$ cat src/rtl/qam16_tx_pkg.sv
// ============================================================================
// Module : qam16_tx_pkg
// Brief  : Shared types, symbol constants and the CRC-8 helper for the framer.
// Rev    : 1.0 - initial release
// ============================================================================
`default_nettype none

package qam16_tx_pkg;

  typedef enum logic [2:0] {
    ST_IDLE     = 3'd0,
    ST_PREAMBLE = 3'd1,
    ST_SYNC     = 3'd2,
    ST_PAY_HI   = 3'd3,
    ST_PAY_LO   = 3'd4,
    ST_CRC_HI   = 3'd5,
    ST_CRC_LO   = 3'd6
  } fsm_state_e;

  localparam logic [3:0] c_pre_sym_a = 4'h3;
  localparam logic [3:0] c_pre_sym_b = 4'hC;
  localparam logic [7:0] c_crc8_poly = 8'h07;

  // MSB-first CRC-8, no reflection, no final XOR
  function automatic logic [7:0] crc8_byte(input logic [7:0] crc, input logic [7:0] data);
    logic [7:0] c;
    c = crc ^ data;
    for (int i = 0; i < 8; i++) begin
      c = c[7] ? ((c << 1) ^ c_crc8_poly) : (c << 1);
    end
    return c;
  endfunction

endpackage

`default_nettype wire

$ cat src/rtl/qam16_tx_framer_if.sv
// ============================================================================
// Module : qam16_tx_framer_if
// Brief  : Sample-in / symbol-out bundle between ADC capture, framer and mapper.
// Rev    : 1.0 - initial release
// ============================================================================
`default_nettype none

interface qam16_tx_framer_if #(
  parameter int FIFO_DEPTH = 16
);
  localparam int LVL_W = $clog2(FIFO_DEPTH) + 1;

  logic             sym_tick;
  logic [7:0]       in_data;
  logic             in_valid;
  logic             in_ready;
  logic [3:0]       sym_out;
  logic             sym_valid;
  logic             frame_start;
  logic [LVL_W-1:0] fifo_level;

  modport slave (
    input  sym_tick, in_data, in_valid,
    output in_ready, sym_out, sym_valid, frame_start, fifo_level
  );

  modport master (
    output sym_tick, in_data, in_valid,
    input  in_ready, sym_out, sym_valid, frame_start, fifo_level
  );

endinterface

`default_nettype wire

$ cat src/rtl/qam16_byte_fifo.sv
// ============================================================================
// Module : qam16_byte_fifo
// Brief  : Single-clock byte FIFO, extra-MSB pointers, registered occupancy.
// Rev    : 1.0 - initial release
// ============================================================================
`default_nettype none

module qam16_byte_fifo #(
  parameter int FIFO_DEPTH = 16
) (
  input  logic                          CLK,
  input  logic                          RST,
  input  logic                          wr_en,
  input  logic [7:0]                    wr_data,
  input  logic                          rd_en,
  output logic [7:0]                    rd_data,
  output logic                          full,
  output logic [$clog2(FIFO_DEPTH):0]   level
);

  localparam int AW = $clog2(FIFO_DEPTH);
  localparam int PW = AW + 1;

  logic [7:0]    mem_q [FIFO_DEPTH];
  logic [PW-1:0] wr_ptr_q, wr_ptr_d;
  logic [PW-1:0] rd_ptr_q, rd_ptr_d;
  logic [PW-1:0] level_q, level_d;
  logic          do_wr, do_rd;

  always_comb begin
    full     = (level_q == PW'(FIFO_DEPTH));
    do_wr    = wr_en && !full;
    do_rd    = rd_en && (level_q != '0);
    wr_ptr_d = wr_ptr_q + PW'(do_wr);
    rd_ptr_d = rd_ptr_q + PW'(do_rd);
    level_d  = wr_ptr_d - rd_ptr_d;
    rd_data  = mem_q[rd_ptr_q[AW-1:0]];
  end

  always_ff @(posedge CLK or posedge RST) begin
    if (RST) begin
      wr_ptr_q <= '0;
      rd_ptr_q <= '0;
      level_q  <= '0;
    end else begin
      wr_ptr_q <= wr_ptr_d;
      rd_ptr_q <= rd_ptr_d;
      level_q  <= level_d;
    end
  end

  // Storage needs no reset: pointers define which entries are live
  always_ff @(posedge CLK) begin
    if (do_wr) begin
      mem_q[wr_ptr_q[AW-1:0]] <= wr_data;
    end
  end

  assign level = level_q;

endmodule

`default_nettype wire

$ cat src/rtl/qam16_tx_framer.sv
// ============================================================================
// Module : qam16_tx_framer
// Brief  : Buffers ADC bytes and emits preamble/sync/payload[/CRC] nibbles per
//          symbol tick. CRC-8 trailer compiled in with QAM16_FRAMER_CRC8_EN.
// Rev    : 1.0 - initial release
// ============================================================================
`default_nettype none

module qam16_tx_framer
  import qam16_tx_pkg::*;
#(
  parameter int          FIFO_DEPTH    = 16,
  parameter int          PAYLOAD_BYTES = 8,
  parameter int          PREAMBLE_SYMS = 8,
  parameter logic [15:0] SYNC_WORD     = 16'hA5F0,
  parameter logic [3:0]  IDLE_SYM      = 4'h0
) (
  input  logic               CLK,
  input  logic               RST,
  qam16_tx_framer_if.slave   bus
);

  localparam int LW = $clog2(FIFO_DEPTH) + 1;
  localparam int SW = (PREAMBLE_SYMS > 4) ? $clog2(PREAMBLE_SYMS) : 2;
  localparam int BW = $clog2(PAYLOAD_BYTES + 1);

  fsm_state_e    state_q, state_d;
  logic [SW-1:0] sym_cnt_q, sym_cnt_d;
  logic [BW-1:0] byte_cnt_q, byte_cnt_d;
  logic [3:0]    lo_nib_q, lo_nib_d;
  logic [3:0]    sym_out_q, sym_out_d;
  logic          sym_valid_q, sym_valid_d;
  logic          frame_start_q, frame_start_d;
  logic          pop;
  logic [7:0]    fifo_rd_data;
  logic          fifo_full;
  logic [LW-1:0] fifo_level;
  logic [7:0]    crc_q, crc_d;

  qam16_byte_fifo #(.FIFO_DEPTH(FIFO_DEPTH)) u_fifo (
    .CLK     (CLK),
    .RST     (RST),
    .wr_en   (bus.in_valid),
    .wr_data (bus.in_data),
    .rd_en   (pop),
    .rd_data (fifo_rd_data),
    .full    (fifo_full),
    .level   (fifo_level)
  );

  always_comb begin
    state_d       = state_q;
    sym_cnt_d     = sym_cnt_q;
    byte_cnt_d    = byte_cnt_q;
    lo_nib_d      = lo_nib_q;
    sym_out_d     = sym_out_q;
    sym_valid_d   = sym_valid_q;
    frame_start_d = 1'b0;
    crc_d         = crc_q;
    pop           = 1'b0;
    if (bus.sym_tick) begin
      sym_valid_d = 1'b1;
      case (state_q)
        ST_IDLE: begin
          // Only start once the whole payload is buffered: no underflow mid-frame
          if (fifo_level >= LW'(PAYLOAD_BYTES)) begin
            sym_out_d     = c_pre_sym_a;
            frame_start_d = 1'b1;
            sym_cnt_d     = SW'(1);
            byte_cnt_d    = '0;
            crc_d         = '0;
            state_d       = ST_PREAMBLE;
          end else begin
            sym_out_d   = IDLE_SYM;
            sym_valid_d = 1'b0;
          end
        end
        ST_PREAMBLE: begin
          sym_out_d = sym_cnt_q[0] ? c_pre_sym_b : c_pre_sym_a;
          if (sym_cnt_q == SW'(PREAMBLE_SYMS - 1)) begin
            sym_cnt_d = '0;
            state_d   = ST_SYNC;
          end else begin
            sym_cnt_d = sym_cnt_q + SW'(1);
          end
        end
        ST_SYNC: begin
          case (sym_cnt_q[1:0])
            2'd0:    sym_out_d = SYNC_WORD[15:12];
            2'd1:    sym_out_d = SYNC_WORD[11:8];
            2'd2:    sym_out_d = SYNC_WORD[7:4];
            default: sym_out_d = SYNC_WORD[3:0];
          endcase
          if (sym_cnt_q[1:0] == 2'd3) begin
            sym_cnt_d = '0;
            state_d   = ST_PAY_HI;
          end else begin
            sym_cnt_d = sym_cnt_q + SW'(1);
          end
        end
        ST_PAY_HI: begin
          pop       = 1'b1;
          sym_out_d = fifo_rd_data[7:4];
          lo_nib_d  = fifo_rd_data[3:0];
          crc_d     = crc8_byte(crc_q, fifo_rd_data);
          state_d   = ST_PAY_LO;
        end
        ST_PAY_LO: begin
          sym_out_d = lo_nib_q;
          if (byte_cnt_q == BW'(PAYLOAD_BYTES - 1)) begin
`ifdef QAM16_FRAMER_CRC8_EN
            state_d = ST_CRC_HI;
`else
            state_d = ST_IDLE;
`endif
          end else begin
            byte_cnt_d = byte_cnt_q + BW'(1);
            state_d    = ST_PAY_HI;
          end
        end
`ifdef QAM16_FRAMER_CRC8_EN
        ST_CRC_HI: begin
          sym_out_d = crc_q[7:4];
          state_d   = ST_CRC_LO;
        end
        ST_CRC_LO: begin
          sym_out_d = crc_q[3:0];
          state_d   = ST_IDLE;
        end
`endif
        default: begin
          sym_out_d   = IDLE_SYM;
          sym_valid_d = 1'b0;
          state_d     = ST_IDLE;
        end
      endcase
    end
  end

  always_ff @(posedge CLK or posedge RST) begin
    if (RST) begin
      state_q       <= ST_IDLE;
      sym_cnt_q     <= '0;
      byte_cnt_q    <= '0;
      lo_nib_q      <= '0;
      sym_out_q     <= IDLE_SYM;
      sym_valid_q   <= 1'b0;
      frame_start_q <= 1'b0;
    end else begin
      state_q       <= state_d;
      sym_cnt_q     <= sym_cnt_d;
      byte_cnt_q    <= byte_cnt_d;
      lo_nib_q      <= lo_nib_d;
      sym_out_q     <= sym_out_d;
      sym_valid_q   <= sym_valid_d;
      frame_start_q <= frame_start_d;
    end
  end

`ifdef QAM16_FRAMER_CRC8_EN
  always_ff @(posedge CLK or posedge RST) begin
    if (RST) begin
      crc_q <= '0;
    end else begin
      crc_q <= crc_d;
    end
  end
`else
  assign crc_q = '0;
`endif

  assign bus.in_ready    = !fifo_full;
  assign bus.sym_out     = sym_out_q;
  assign bus.sym_valid   = sym_valid_q;
  assign bus.frame_start = frame_start_q;
  assign bus.fifo_level  = fifo_level;

endmodule

`default_nettype wire
$ cat src/flat_wrapper.sv
// flat-port wrapper written by rule: the top's interface ports become plain ports
module qam16_tx_framer_flat import qam16_tx_pkg::*;
#(
  parameter int          FIFO_DEPTH    = 16,
  parameter int          PAYLOAD_BYTES = 8,
  parameter int          PREAMBLE_SYMS = 8,
  parameter logic [15:0] SYNC_WORD     = 16'hA5F0,
  parameter logic [3:0]  IDLE_SYM      = 4'h0
)
  (CLK, RST, bus_sym_tick, bus_in_data, bus_in_valid, bus_in_ready, bus_sym_out, bus_sym_valid, bus_frame_start, bus_fifo_level);
  qam16_tx_framer_if #(.FIFO_DEPTH(FIFO_DEPTH)) bus_i ();
  input  logic CLK;
  input  logic RST;
  input wire logic [$bits(bus_i.sym_tick)-1:0] bus_sym_tick;
  input wire logic [$bits(bus_i.in_data)-1:0] bus_in_data;
  input wire logic [$bits(bus_i.in_valid)-1:0] bus_in_valid;
  output wire logic [$bits(bus_i.in_ready)-1:0] bus_in_ready;
  output wire logic [$bits(bus_i.sym_out)-1:0] bus_sym_out;
  output wire logic [$bits(bus_i.sym_valid)-1:0] bus_sym_valid;
  output wire logic [$bits(bus_i.frame_start)-1:0] bus_frame_start;
  output wire logic [$bits(bus_i.fifo_level)-1:0] bus_fifo_level;
  assign bus_i.sym_tick = bus_sym_tick;
  assign bus_i.in_data = bus_in_data;
  assign bus_i.in_valid = bus_in_valid;
  assign bus_in_ready = bus_i.in_ready;
  assign bus_sym_out = bus_i.sym_out;
  assign bus_sym_valid = bus_i.sym_valid;
  assign bus_frame_start = bus_i.frame_start;
  assign bus_fifo_level = bus_i.fifo_level;
  qam16_tx_framer #(.FIFO_DEPTH(FIFO_DEPTH), .PAYLOAD_BYTES(PAYLOAD_BYTES), .PREAMBLE_SYMS(PREAMBLE_SYMS), .SYNC_WORD(SYNC_WORD), .IDLE_SYM(IDLE_SYM)) u_core (.CLK(CLK), .RST(RST), .bus(bus_i));
endmodule
$ cat config.mk
export PLATFORM = sky130hd
export DESIGN_NAME = qam16_tx_framer_flat
export DESIGN_NICKNAME = d
export VERILOG_FILES = /design/src/rtl/qam16_tx_pkg.sv /design/src/rtl/qam16_tx_framer_if.sv /design/src/rtl/qam16_byte_fifo.sv /design/src/rtl/qam16_tx_framer.sv /design/src/flat_wrapper.sv
export SDC_FILE = /design/constraint.sdc
export NUM_CORES = 1
export LEC_CHECK = 0
export ABC_AREA = 1
export BUFFER_PORTS_ARGS = -buffer_cell sky130_fd_sc_hd__buf_2
export CAP_MARGIN = 20
export CORE_ASPECT_RATIO = 0.7
export CORE_MARGIN = 3
export CORE_UTILIZATION = 40
export CTS_BUF_LIST = sky130_fd_sc_hd__clkbuf_4 sky130_fd_sc_hd__clkbuf_8 sky130_fd_sc_hd__clkbuf_16
export CTS_CLUSTER_SIZE = 20
export DETAILED_ROUTE_END_ITERATION = 10
export HOLD_SLACK_MARGIN = 0.1
export PLACE_DENSITY = 0.52
export SLEW_MARGIN = 10
export SYNTH_ARGS = -nofsm -noshare
export SYNTH_HDL_FRONTEND = slang
export SYNTH_SLANG_ARGS = --single-unit
$ cat constraint.sdc
create_clock -name CLK -period 3.25 [get_ports CLK]
set_input_delay 0.325 -clock CLK [delete_from_list [all_inputs] [get_ports CLK]]
set_output_delay 0.325 -clock CLK [all_outputs]
set_load 0.005 [all_outputs]
# Word level (Yosys, flattened, before mapping)
# Memory sizes are Yosys's and may differ from the RTL's.
# Cells that the tools add are included.
word_totals:
  ramBits: 128
  in_bits: 12
  regBits: 35
  wordCells: 67
  mem_count: 1
  out_inout_bits: 12
op_classes:
  n_reduce_logical: 13
  n_mux: 23
  addsub: 5
  n_eq_ne: 14
  magnitude_cmp: 1
memory_table:
  columns: ["name", "depth", "word_bits", "read_ports", "rd_clocked_by_memory_dff", "wr", "line_no", "text"]
  rows:
  - ["u_core.u_fifo.mem_q", 16, 8, 1, 0, 1, "qam16_byte_fifo.sv:24", "logic [7:0] mem_q [FIFO_DEPTH];"]
ops:
  columns: ["cell", "n"]
  rows:
  - ["$pmux 4 s5", 1]
  - ["$mux 3", 5]
  - ["$pmux 3 s5", 1]
  - ["$mux 4", 3]
  - ["$pmux 4 s3", 1]
  - ["$add 5x1->5", 2]
  - ["$pmux 3 s3", 1]
  - ["$pmux 4 s2", 1]
  - ["$reduce_and 4->1", 2]
  - ["$mux 1", 7]
  - ["$eq 3x2->1 const B", 2]
  - ["$eq 3x3->1 const B", 2]
  - ["$ne 2x1->1 const B", 3]
  - ["$eq 5x5->1 const B", 1]
  - ["$ge 5x4->1 const B", 1]
  - ["$reduce_bool 5->1", 1]
  - ["$sub 5x5->5", 1]
  - ["$add 4x1->4 const B", 1]
  - ["$eq 2x2->1 const B", 2]
  - ["$eq 4x3->1 const B", 1]
  - ["$mux 2", 2]
  - ["$reduce_or 4->1", 1]
  - ["$add 3x1->3 const B", 1]
  - ["$eq 3x1->1 const B", 1]
  - ["other kinds (11)", 12]

# Depth between registers and ports, before layout
# Gate-level depths: netlist of the first run.
depth:
  depth_word: 6
  depth_mapped: 15

# By module
# From an unflattened synthesis of the first run, not the netlist that was laid out.
hier_totals:
  cells_unflattened: 688
  hier_area_um2: 7225.7
by_module_without_submodules:
  columns: ["mod", "area_per_inst_um2", "cells_each", "n_inst", "seq_area_each_um2"]
  rows:
  - ["qam16_byte_fifo", 6000.8, 525, 1, 4219.0]
  - ["qam16_tx_framer", 1224.9, 163, 1, 500.5]

# Least setup slack after synthesis of the first run
# OpenSTA, ideal clock, no wires.
synth_timing:
  path_kind: "register to register"
  start: "register u_core.state_q[2]"
  end: "register u_core.u_fifo.level_q[4] (netlist: u_core.u_fifo.level[4])"
  synth_period_minus_slack_ps: 2478
  stages_incl_launch_ff: 15
  setup_time_ps: 79
  arrival_ps: 2398
  t_required_ps: 3171
  path_slack_ps: 772
  path_buffers: 0
  cell_sequence: "dfrtp_1 nor2_1 nand2_1 inv_1 nand2_1 nor2_1 ha_1 ha_1 xor2_1 inv_1 ha_1 a21o_1 a21oi_1 xor2_1 xor2_1"
synth_between:
  elab_chain_len: 6
synth_lines:
  columns: ["element", "line_no", "text"]
  rows:
  - ["start, declared", "qam16_tx_framer.sv:27", "fsm_state_e state_q, state_d;"]
  - ["start signal, assigned", "qam16_tx_framer.sv:150", "state_q <= state_d;"]
  - ["$eq 3x2->1", "qam16_tx_framer.sv:63", "case (state_q)"]
  - ["$mux 1", "qam16_tx_framer.sv:63", null]
  - ["$mux 1", "qam16_tx_framer.sv:61", "if (bus.sym_tick) begin"]
  - ["$logic_and 1x1->1", "qam16_byte_fifo.sv:33", "do_rd = rd_en && (level_q != '0);"]
  - ["$add 5x1->5", "qam16_byte_fifo.sv:35", "rd_ptr_d = rd_ptr_q + PW'(do_rd);"]
  - ["net u_core.u_fifo.rd_ptr_d[2]", "qam16_byte_fifo.sv:26", "logic [PW-1:0] rd_ptr_q, rd_ptr_d;"]
  - ["$sub 5x5->5", "qam16_byte_fifo.sv:36", "level_d = wr_ptr_d - rd_ptr_d;"]
  - ["net u_core.u_fifo.level_d[4]", "qam16_byte_fifo.sv:27", "logic [PW-1:0] level_q, level_d;"]
  - ["end signal, assigned", "qam16_byte_fifo.sv:48", "level_q <= level_d;"]
  - ["end, declared", "qam16_byte_fifo.sv:27", null]
# The timed path passes the listed nets, and every way through them passes these cells.
# A chain may end at the register's enable or synchronous reset.

# Final worst setup path of the first run
# Ends and elaborated chain as after synthesis.

==> results of run 1 <==
[cell type report]
class,instances,area (um^2),area share (%)
Clock buffer,27,578,7.06
Clock inverter,5,33.8,0.412
Inverter,100,377,4.60
Multi-Input combinational cell,409,1980,24.2
Sequential cell,163,4720,57.6
Tap cell,231,289,3.53
Timing Repair Buffer,34,213,2.60
[cells by family (layout without fill, tap and decap cells)]
kind of cell	after synthesis	count (layout)
AND/OR/NAND/NOR	306	306
flip-flops	163	163
buffers and inverters	121	166
AO/OA/AOI/OAI	77	77
adder cells (fa/ha/maj)	15	15
XOR/XNOR	11	11
[through the flow]
| stage | hold WS, ns | cell area [um^2] |
|---|---|---|
| after floorplan | 0.424 | 7240 |
| after global placement | 0.452 | 7570 |
| after detailed placement | 0.468 | 7570 |
| after CTS | 0.206 | 8190 |
| after global routing | 0.230 | 8190 |
| final | 0.221 | 8190 |
[state kept, by name (all words and copies together) (netlist names)]
signal,flops
u_core.u_fifo.mem_q,128
u_core.u_fifo.level,5
u_core.u_fifo.rd_ptr_q,5
u_core.u_fifo.wr_ptr_q,5
u_core.bus.sym_out,4
u_core.byte_cnt_q,4
u_core.lo_nib_q,4
u_core.state_q,3
u_core.sym_cnt_q,3
u_core.bus.frame_start,1
u_core.bus.sym_valid,1
[routing by layer]
metal	vias to the layer above	wire, um	GRT usage, %	part of all wire, %
met5	-	0	0	0
met4	0	229	5.92	1.4
met1	2253	8350	25.7	52
met3	21	815	4.18	5.1
met2	114	6720	22.7	42
li1	2347	-	-	-
[tightest hold or removal path, cell delays in order]
cell and delay (ns):
buf_2 0.15, nand2_1 0.09, nand2_1 0.05
[final timing paths]
| kind | startpoint | end | slack (ns) | cells past startpoint |
|---|---|---|---|---|
| worst max-delay path | u_core.state_q[2] | u_core.u_fifo.level[4] | 0.39 | 14 |
| worst min register to register | u_core.bus.sym_valid | u_core.bus.sym_valid | 0.48 | 2 |
| worst min-delay path | bus_sym_tick | u_core.bus.sym_out[3] | 0.22 | 3 |
| min in group asynchronous | RST | u_core.u_fifo.level[0] | 0.53 | 4 |
| max in group asynchronous | RST | u_core.u_fifo.rd_ptr_q[0] | 2.38 | 4 |
| worst max register to register | u_core.state_q[2] | u_core.u_fifo.level[4] | 0.39 | 14 |
[power breakdown]
part,internal [uW],switching (uW)
clock network,1220,800
logic,815,1670
registers,2620,188
[what timing repair did]
action / in CTS / in global routing
hold buffers: 1 / 0
endpoints found under the hold margin: 35 / 0
resized for setup: 0 / 0
[cells in the mapped netlist]
library cell    n  share of area [%]
a211oi_1        2               0.21
a211oi_4        1               0.28
a21o_1          1               0.10
a21oi_1         3               0.21
a21oi_2         1               0.12
a22oi_1         1               0.10
buf_2           9               0.62
buf_4           6               0.62
buf_6           3               0.47
buf_8           2               0.42
clkbuf_1        1              0.052
clkinv_1        1              0.052
clkinv_2        1              0.069
dfrtp_1        35                 12
edfxtp_1      128                 53
fa_1            1               0.28
ha_1           14                2.4
inv_1          95                4.9
inv_2           3               0.16
nand2_1       157                8.1
nand2_2         1              0.087
nand3_1        57                3.9
nor2_1         82                4.3
nor2_2          3               0.26
nor2_4          1               0.16
nor3_1          3               0.21
o211ai_1        2               0.21
o21a_1          1               0.10
o21ai_0        36                2.5
o21ai_1        17                1.2
o22ai_1        12                1.0
or2_2           2               0.17
xnor2_1         1               0.12
xnor2_2         1               0.22
xor2_1          9                1.1
==> out/results.ini, run 1 <==
[power]
peakVddDrop_uv = 300
power_density_mw_per_mm2 = 893
p_leak_uw = 0.00349
fin_total_pwr_uw = 7320

[timing]
maxSlewHeadroom_pct = 33.2
fin_tns_setup_ns = 0
finalCritPeriodShare_pct = 88.1
post-route-min-period_ns = 2.86
hold_violations = 0
fmax_ghz = 0.349
rsz0062_at_grt = no
fin_ws_ns = 0.386
slew_viol_final = 0
worstMarginPinSlew_ns = 0.998
finalClockSkew_ns = 0.00797
final-setup-viol-count = 0

[logic_synthesis]
synth_top_family_by_area = simple AND/OR/NAND/NOR gates
syn_nets = 720
ys_seq_area_share_pct = 65.2
synth_cells = 693
syn_avg_cell_area_um2 = 10.4
synthMuxAreaShare_pct = 0
netlist_area_mm2 = 0.00724
synth_compound_area_share_pct = 6.03
synth-simple-area-share_pct = 17.2
ys_ff_latch = 163
synth_cell_types = 35
ys_warn_count = 0
synthXorXnorAreaFrac_pct = 1.44
synth_fa_ha_area_share_pct = 2.70

[run_status]
status = finished, final reports clean

[clock_network]
cts_max_path_buffers = 2
cts_setup_buffers = 0
clk_latency_ns = 0.43
root_buffer = clkbuf_16
cts_tree = done
clk_pin_slew_ns = 0.06
htreeDepth = 4
cts.sinks = 163
cts_buffers = 17

[worst_setup_path]
max_stage_delay_ns = 0.41
cp_max_fo = 5
arrival_ns = 3.21
worst-path-buf-inv = 2
cpLargestDelayFamily = adder cells
critical-path-slowest-cell = dfrtp_1
path_class = reg2reg
crit_chain = nor2_1 -> nand2_1 -> inv_1 -> nand2_1 -> nor2_1 -> ha_1 -> ha_1 -> xor2_1 -> inv_1 -> ha_1 -> a21o_1 -> a21oi_1 -> xor2_1 -> xor2_1
cp-end-kind = register
required_ns = 3.60
start_kind = register

[cells_and_area]
fillers = 1592
diodes = 0
fin_nets = 752
layout_common_cells = nand2_1, edfxtp_1, inv_1
syn_to_final_growth_pct = 13.2
utilization_pct = 47.0
fin_cells = 969
drive_gt1_share_pct = 10.8
final_common_cell = nand2_1

[grt]
grt_usage_pct = 16.7
grt_max_degree = 51
grt_pass1_vias = 4474
grt-ovfl-total = 0
grt_antenna_before_repair = 0
grt_pass1_wl_um = 25000

[drt]
ant_nets = 0
drcViolationCount = 0
drt-initial-drc-count = 411
vias_per_cell = 4.89
dr_total_vias = 4735
routed_wl_um = 16100
drt-pass1-iter-count = 5
wl_per_cell_um = 16.6

[floorplan]
die_x_um = 167
start_util_pct = 41.5
die_h_um = 119
coreArea_mm2 = 0.0174
rows = 40
die-area_mm2 = 0.0198
boundaryPins = 24

[min_path]
hold_class = in2reg

[placement]
place_congestion = 0.798
post-place-ws_ns = 0.436
dpl.hpwl_um = 10700
dpl.cell_count = 936
port_buffers = 23

[run]
maxCapViolations = 0

Power figures use the tool's default switching activity.
==> inputs of run 2 (changes only) <==
SYNTH_HIERARCHICAL = 1   (was not set)
clock period = 3.45 ns   (was 3.25 ns; I/O delays follow)
==> out/results.ini, run 2 <==
[run]
maxCapViolations = 0

[logic_synthesis]
synth-edff-count = 128
yosys-top-cells-area = edfxtp_1, dfrtp_1, nand2_1
syn_avg_cell_area_um2 = 10.5
yosysTopAreaCell = edfxtp_1
synthArstFlopShare_pct = 21.5
synth_cell_types = 31
netlist_area_mm2 = 0.00723
synthMuxAreaShare_pct = 0
synth_commonest_cells = nand2_1, edfxtp_1, nor2_1, nand3_1, inv_1
synthXorXnorAreaFrac_pct = 0.848
synth_top_family_by_area = simple AND/OR/NAND/NOR gates
ys_warn_count = 6
synth-simple-area-share_pct = 21.3
yosysMostFrequentCell = nand2_1
synth_fa_ha_area_share_pct = 2.53
synth_top_area_share_pct = 53.2
synth_cells = 688
syn_nets = 714
yosys_most_used_dff = edfxtp_1
ys_seq_area_share_pct = 65.3
synth_compound_area_share_pct = 5.07
ys_ff_latch = 163

[timing]
slew_viol_final = 0
post-route-min-period_ns = 2.87
finalClockSkew_ns = 0.00590
fmax_ghz = 0.348
finalCritPeriodShare_pct = 83.2
maxSlewHeadroom_pct = 37.4
fin_ws_ns = 0.579
fin_tns_setup_ns = 0
rsz0062_at_grt = no
hold_violations = 0
worstMarginPinSlew_ns = 0.934
final-setup-viol-count = 0

[drt]
drcViolationCount = 0
drt-pass1-iter-count = 6
dr_total_vias = 4824
vias_per_cell = 4.99
routed_wl_um = 16500
drt-initial-drc-count = 473
ant_nets = 0
wl_per_cell_um = 17.1

[clock_network]
cts.sinks = 163
cts_resized = 0
htreeDepth = 4
cts_setup_buffers = 0
cts_tree = done
holdBufCountCts = 1
root_buffer = clkbuf_16
clk_latency_ns = 0.42
cts_buffers = 17
clk_pin_slew_ns = 0.06
cts_max_path_buffers = 2

[floorplan]
die_x_um = 167
die-area_mm2 = 0.0197
die_h_um = 118
rows = 40
boundaryPins = 24
coreArea_mm2 = 0.0174
start_util_pct = 41.5

[cells_and_area]
largest_register_ffs = 128
drive_gt1_share_pct = 13.2
final_common_cell = nand2_1
fillers = 1647
layout_common_cells = nand2_1, edfxtp_1, nor2_1
diodes = 0
syn_to_final_growth_pct = 13.2
fin_nets = 749
fin_cells = 967

[power]
power_density_mw_per_mm2 = 847
peakVddDrop_uv = 419
p_leak_uw = 0.00332

[placement]
place_congestion = 0.842
port_buffers = 23
dpl.cell_count = 934
post-place-ws_ns = 0.587
dpl.hpwl_um = 10700

[grt]
grt_max_degree = 66
grt-ovfl-total = 0
grt_pass1_vias = 4725
grt_usage_pct = 17.6
grt_antenna_before_repair = 0
grt_pass1_wl_um = 27000

[worst_setup_path]
arrival_ns = 3.19
cp_max_fo = 17
cp-end-kind = register
r2r_slack_ns = 0.58
required_ns = 3.76
start_kind = register
path_class = reg2reg

[run_status]
status = finished, final reports clean

[min_path]
hold_class = in2reg

==> run 2: power by group <==
| group | internal, uW | switching, uW | total (uW) | leakage [uW] |
|---|---|---|---|---|
| clock | 1100 | 737 | 1830 | 0.000296 |
| combinational | 757 | 1650 | 2410 | 0.00143 |
| sequential | 2460 | 226 | 2690 | 0.00159 |
==> run 2: final timing paths <==
kind | endpoint | startpoint | cells after the start
setup / recovery | u_core/u_fifo/level[4] | u_core/u_fifo/level[3] | 13
hold reg to reg | u_core/bus.sym_out[1] | u_core/bus.sym_out[1] | 2
hold / removal | u_core/bus.sym_out[2] | bus_sym_tick | 3
min in group asynchronous | u_core/u_fifo/wr_ptr_q[0] | RST | 3
setup reg to reg | u_core/u_fifo/level[4] | u_core/u_fifo/level[3] | 13
max in group asynchronous | u_core/bus.sym_out[2] | RST | 3
==> run 2: per-layer routing <==
metal,GRT usage (%),routed length [um],up-vias
met5,0,0,-
met3,3.64,517,12
met1,26.8,8710,2354
met2,25.5,7090,70
li1,-,-,2388
met4,5.26,195,0
==> run 2: area by class of cell <==
| cell class | instances | area [um^2] | share of cell area (%) |
|---|---|---|---|
| Timing Repair Buffer | 41 | 265 | 3.24 |
| Tap cell | 231 | 289 | 3.53 |
| Inverter | 45 | 169 | 2.06 |
| Clock buffer | 28 | 556 | 6.79 |
| Sequential cell | 163 | 4720 | 57.7 |
| Multi-Input combinational cell | 455 | 2160 | 26.4 |
| Clock inverter | 4 | 20.0 | 0.245 |
==> run 2: worst max-delay path: stages, from the launching register on <==
cell	delay, ns
dfrtp_1	0.41
nor2_1	0.13
nand2_1	0.09
o21ai_2	0.53
inv_1	0.10
ha_1	0.22
ha_1	0.33
fa_1	0.44
a21oi_1	0.16
nor2_1	0.05
nor2_1	0.12
inv_1	0.05
nand2_1	0.06
nand2_1	0.05
==> run 2: stage by stage <==
stage / total power [uW] / util (%) / hold WS (ns) / area, um^2
2_1_floorplan: 4470 / - / 0.246 / 7230
3_3_place_gp: 5120 / 43.6 / 0.446 / 7600
3_5_place_dp: 5150 / 43.6 / 0.467 / 7600
4_1_cts: 6990 / 47.0 / 0.232 / 8180
5_1_grt: 7470 / 47.0 / 0.253 / 8180
6_report: 6930 / 47.0 / 0.249 / 8180
==> run 2: cell families (layout without fill, tap and decap cells) <==
logic type,Yosys count,in the layout
AO/OA/AOI/OAI,71,71
XOR/XNOR,7,7
flip-flops,163,163
adder cells (fa/ha/maj),14,14
AND/OR/NAND/NOR,363,363
buffers and inverters,70,118
==> inputs of run 3 (changes only) <==
PLACE_DENSITY = 0.54   (was 0.52)
clock period = 2.35 ns   (was 3.45 ns; I/O delays follow)
==> out/results.ini, run 3 (same netlist as run 2, synthesis figures left out) <==
[power]
p_leak_uw = 0.00338
power_frac_clock_pct = 25.9
power_frac_comb_pct = 37.5
peakVddDrop_uv = 660
switching_share_pct = 38.0
power.switching_uw = 4080
p_int_uw = 6660
power_density_mw_per_mm2 = 1280
fin_total_pwr_uw = 10700
pwr-share-seq_pct = 36.5

[timing]
post-route-min-period_ns = 2.24
worstMarginPinSlew_ns = 0.774
hold_violations = 0
fmax_ghz = 0.447
final-setup-viol-count = 0
slew_viol_final = 0
finalClockSkew_ns = 0.00636
finalCritPeriodShare_pct = 95.2
rsz0062_at_grt = yes
maxSlewHeadroom_pct = 48.4
fin_tns_setup_ns = 0

[min_path]
hold_class = in2reg

[worst_setup_path]
start_kind = register
cp_max_fo = 3
cp-end-kind = register
required_ns = 2.66
crit_chain = nor2_2 -> nand3_1 -> nand3_1 -> inv_2 -> ha_4 -> xor2_2 -> inv_1 -> ha_4 -> buf_4 -> a21oi_1 -> nand2_1 -> xor2_1
cpLargestDelayFamily = simple AND/OR/NAND/NOR gates
r2r_slack_ns = 0.11
path_class = reg2reg
arrival_ns = 2.54
max_stage_delay_ns = 0.39
worst-path-buf-inv = 3
critical-path-slowest-cell = dfrtp_1

[drt]
drt-pass1-iter-count = 5
vias_per_cell = 5.02
wl_per_cell_um = 17.3
drcViolationCount = 0
ant_nets = 0
drt-initial-drc-count = 492
dr_total_vias = 4927
routed_wl_um = 17000

[cells_and_area]
multi_input_area_mm2 = 0.00227
fillers = 1616
layout_common_cells = nand2_1, edfxtp_1, nor2_1
fin_nets = 764
seqCellArea_mm2 = 0.00472
largest_register_ffs = 128
diodes = 0
syn_to_final_growth_pct = 16.5
final_common_cell = nand2_1
drive_gt1_share_pct = 17.2

[clock_network]
cts_tree = done
cts_max_path_buffers = 2
root_buffer = clkbuf_16
cts_buffers = 17
clk_pin_slew_ns = 0.06
cts.sinks = 163
htreeDepth = 4
clk_latency_ns = 0.42

[grt]
grt_usage_pct = 17.7
grt_pass1_vias = 4808
grt-ovfl-total = 0
grt_max_degree = 66
grt_antenna_before_repair = 0
grt_pass1_wl_um = 27100

[floorplan]
die_x_um = 167
die-area_mm2 = 0.0197
boundaryPins = 24
die_h_um = 118
start_util_pct = 41.5
rows = 40
coreArea_mm2 = 0.0174

[placement]
place_congestion = 0.812
port_buffers = 23
dpl.hpwl_um = 11300

[run]
maxCapViolations = 0

[run_status]
status = finished, final reports clean

run 3: cell types whose count changed in the layout (fill, tap and decap cells not counted), sizes merged:
cell,before,now
buf,40,55
bufinv,0,3
clkbuf,28,18
clkinv,5,8
clkinvlp,0,3
inv,44,45
run 3: layout make-up:
| class | instances | area share, % |
|---|---|---|
| tap | 231 | 3.43 |
| clock buffer | 18 | 5.14 |
| sequential | 163 | 56.1 |
| inverter | 45 | 2.01 |
| clock inverter | 14 | 1.92 |
| timing repair buffer | 56 | 4.50 |
| multi-input combinational | 455 | 26.9 |
run 3: power by group through the flow:
stage / combinational [uW] / sequential, uW / clock, uW
2_1_floorplan: 2720 / 3890 / 0
3_3_place_gp: 3790 / 3940 / 0
3_5_place_dp: 3840 / 3960 / 0
4_1_cts: 3860 / 3900 / 2840
5_1_grt: 4540 / 3980 / 2990
6_report: 4030 / 3930 / 2790
run 3: what timing repair did:
action                                 in CTS  in global routing
resized for setup                           0                 20
endpoints found under the hold margin      35                  0
hold buffers                                1                  0
setup buffers                               0                  2
setup endpoints to repair                   0                  2
run 3: routing by layer:
layer	global-route usage [%]	up-vias	part of all wire, %
met1	28.4	2349	52
met2	24.4	145	42
met3	3.84	12	5.1
met5	0	-	0
li1	-	2421	-
met4	3.76	0	0.85
run 3: path summary, 6_finish.rpt:
kind	end	depth (start not counted)	from
min in group asynchronous	u_core/u_fifo/level[0]	3	RST
setup reg to reg	u_core/u_fifo/level[3]	12	u_core/u_fifo/level[2]
hold reg to reg	u_core/bus.sym_out[1]	2	u_core/bus.sym_out[1]
max in group asynchronous	u_core/bus.sym_out[1]	3	RST
setup / recovery	u_core/u_fifo/level[3]	12	u_core/u_fifo/level[2]
hold / removal	u_core/bus.sym_out[2]	3	bus_sym_tick
run 3: metrics by stage:
step                      area, um^2  setup WS, ns  utilization, %  hold WS, ns  std cells
after floorplan                 7270       -0.0610               -        0.136        688
after CTS                       8310        0.0181            47.7        0.139        978
after detailed placement        7700        0.0476            44.2        0.347        945
after global routing            8420       -0.0146            48.3        0.167        982
final                           8420         0.113            48.3        0.166        982
after global placement          7680        0.0795            44.1        0.341        941
run 3: tightest hold or removal path, stage by stage:
cell and delay, ns:
buf_2 0.15, nand2_1 0.10, nand2_1 0.05
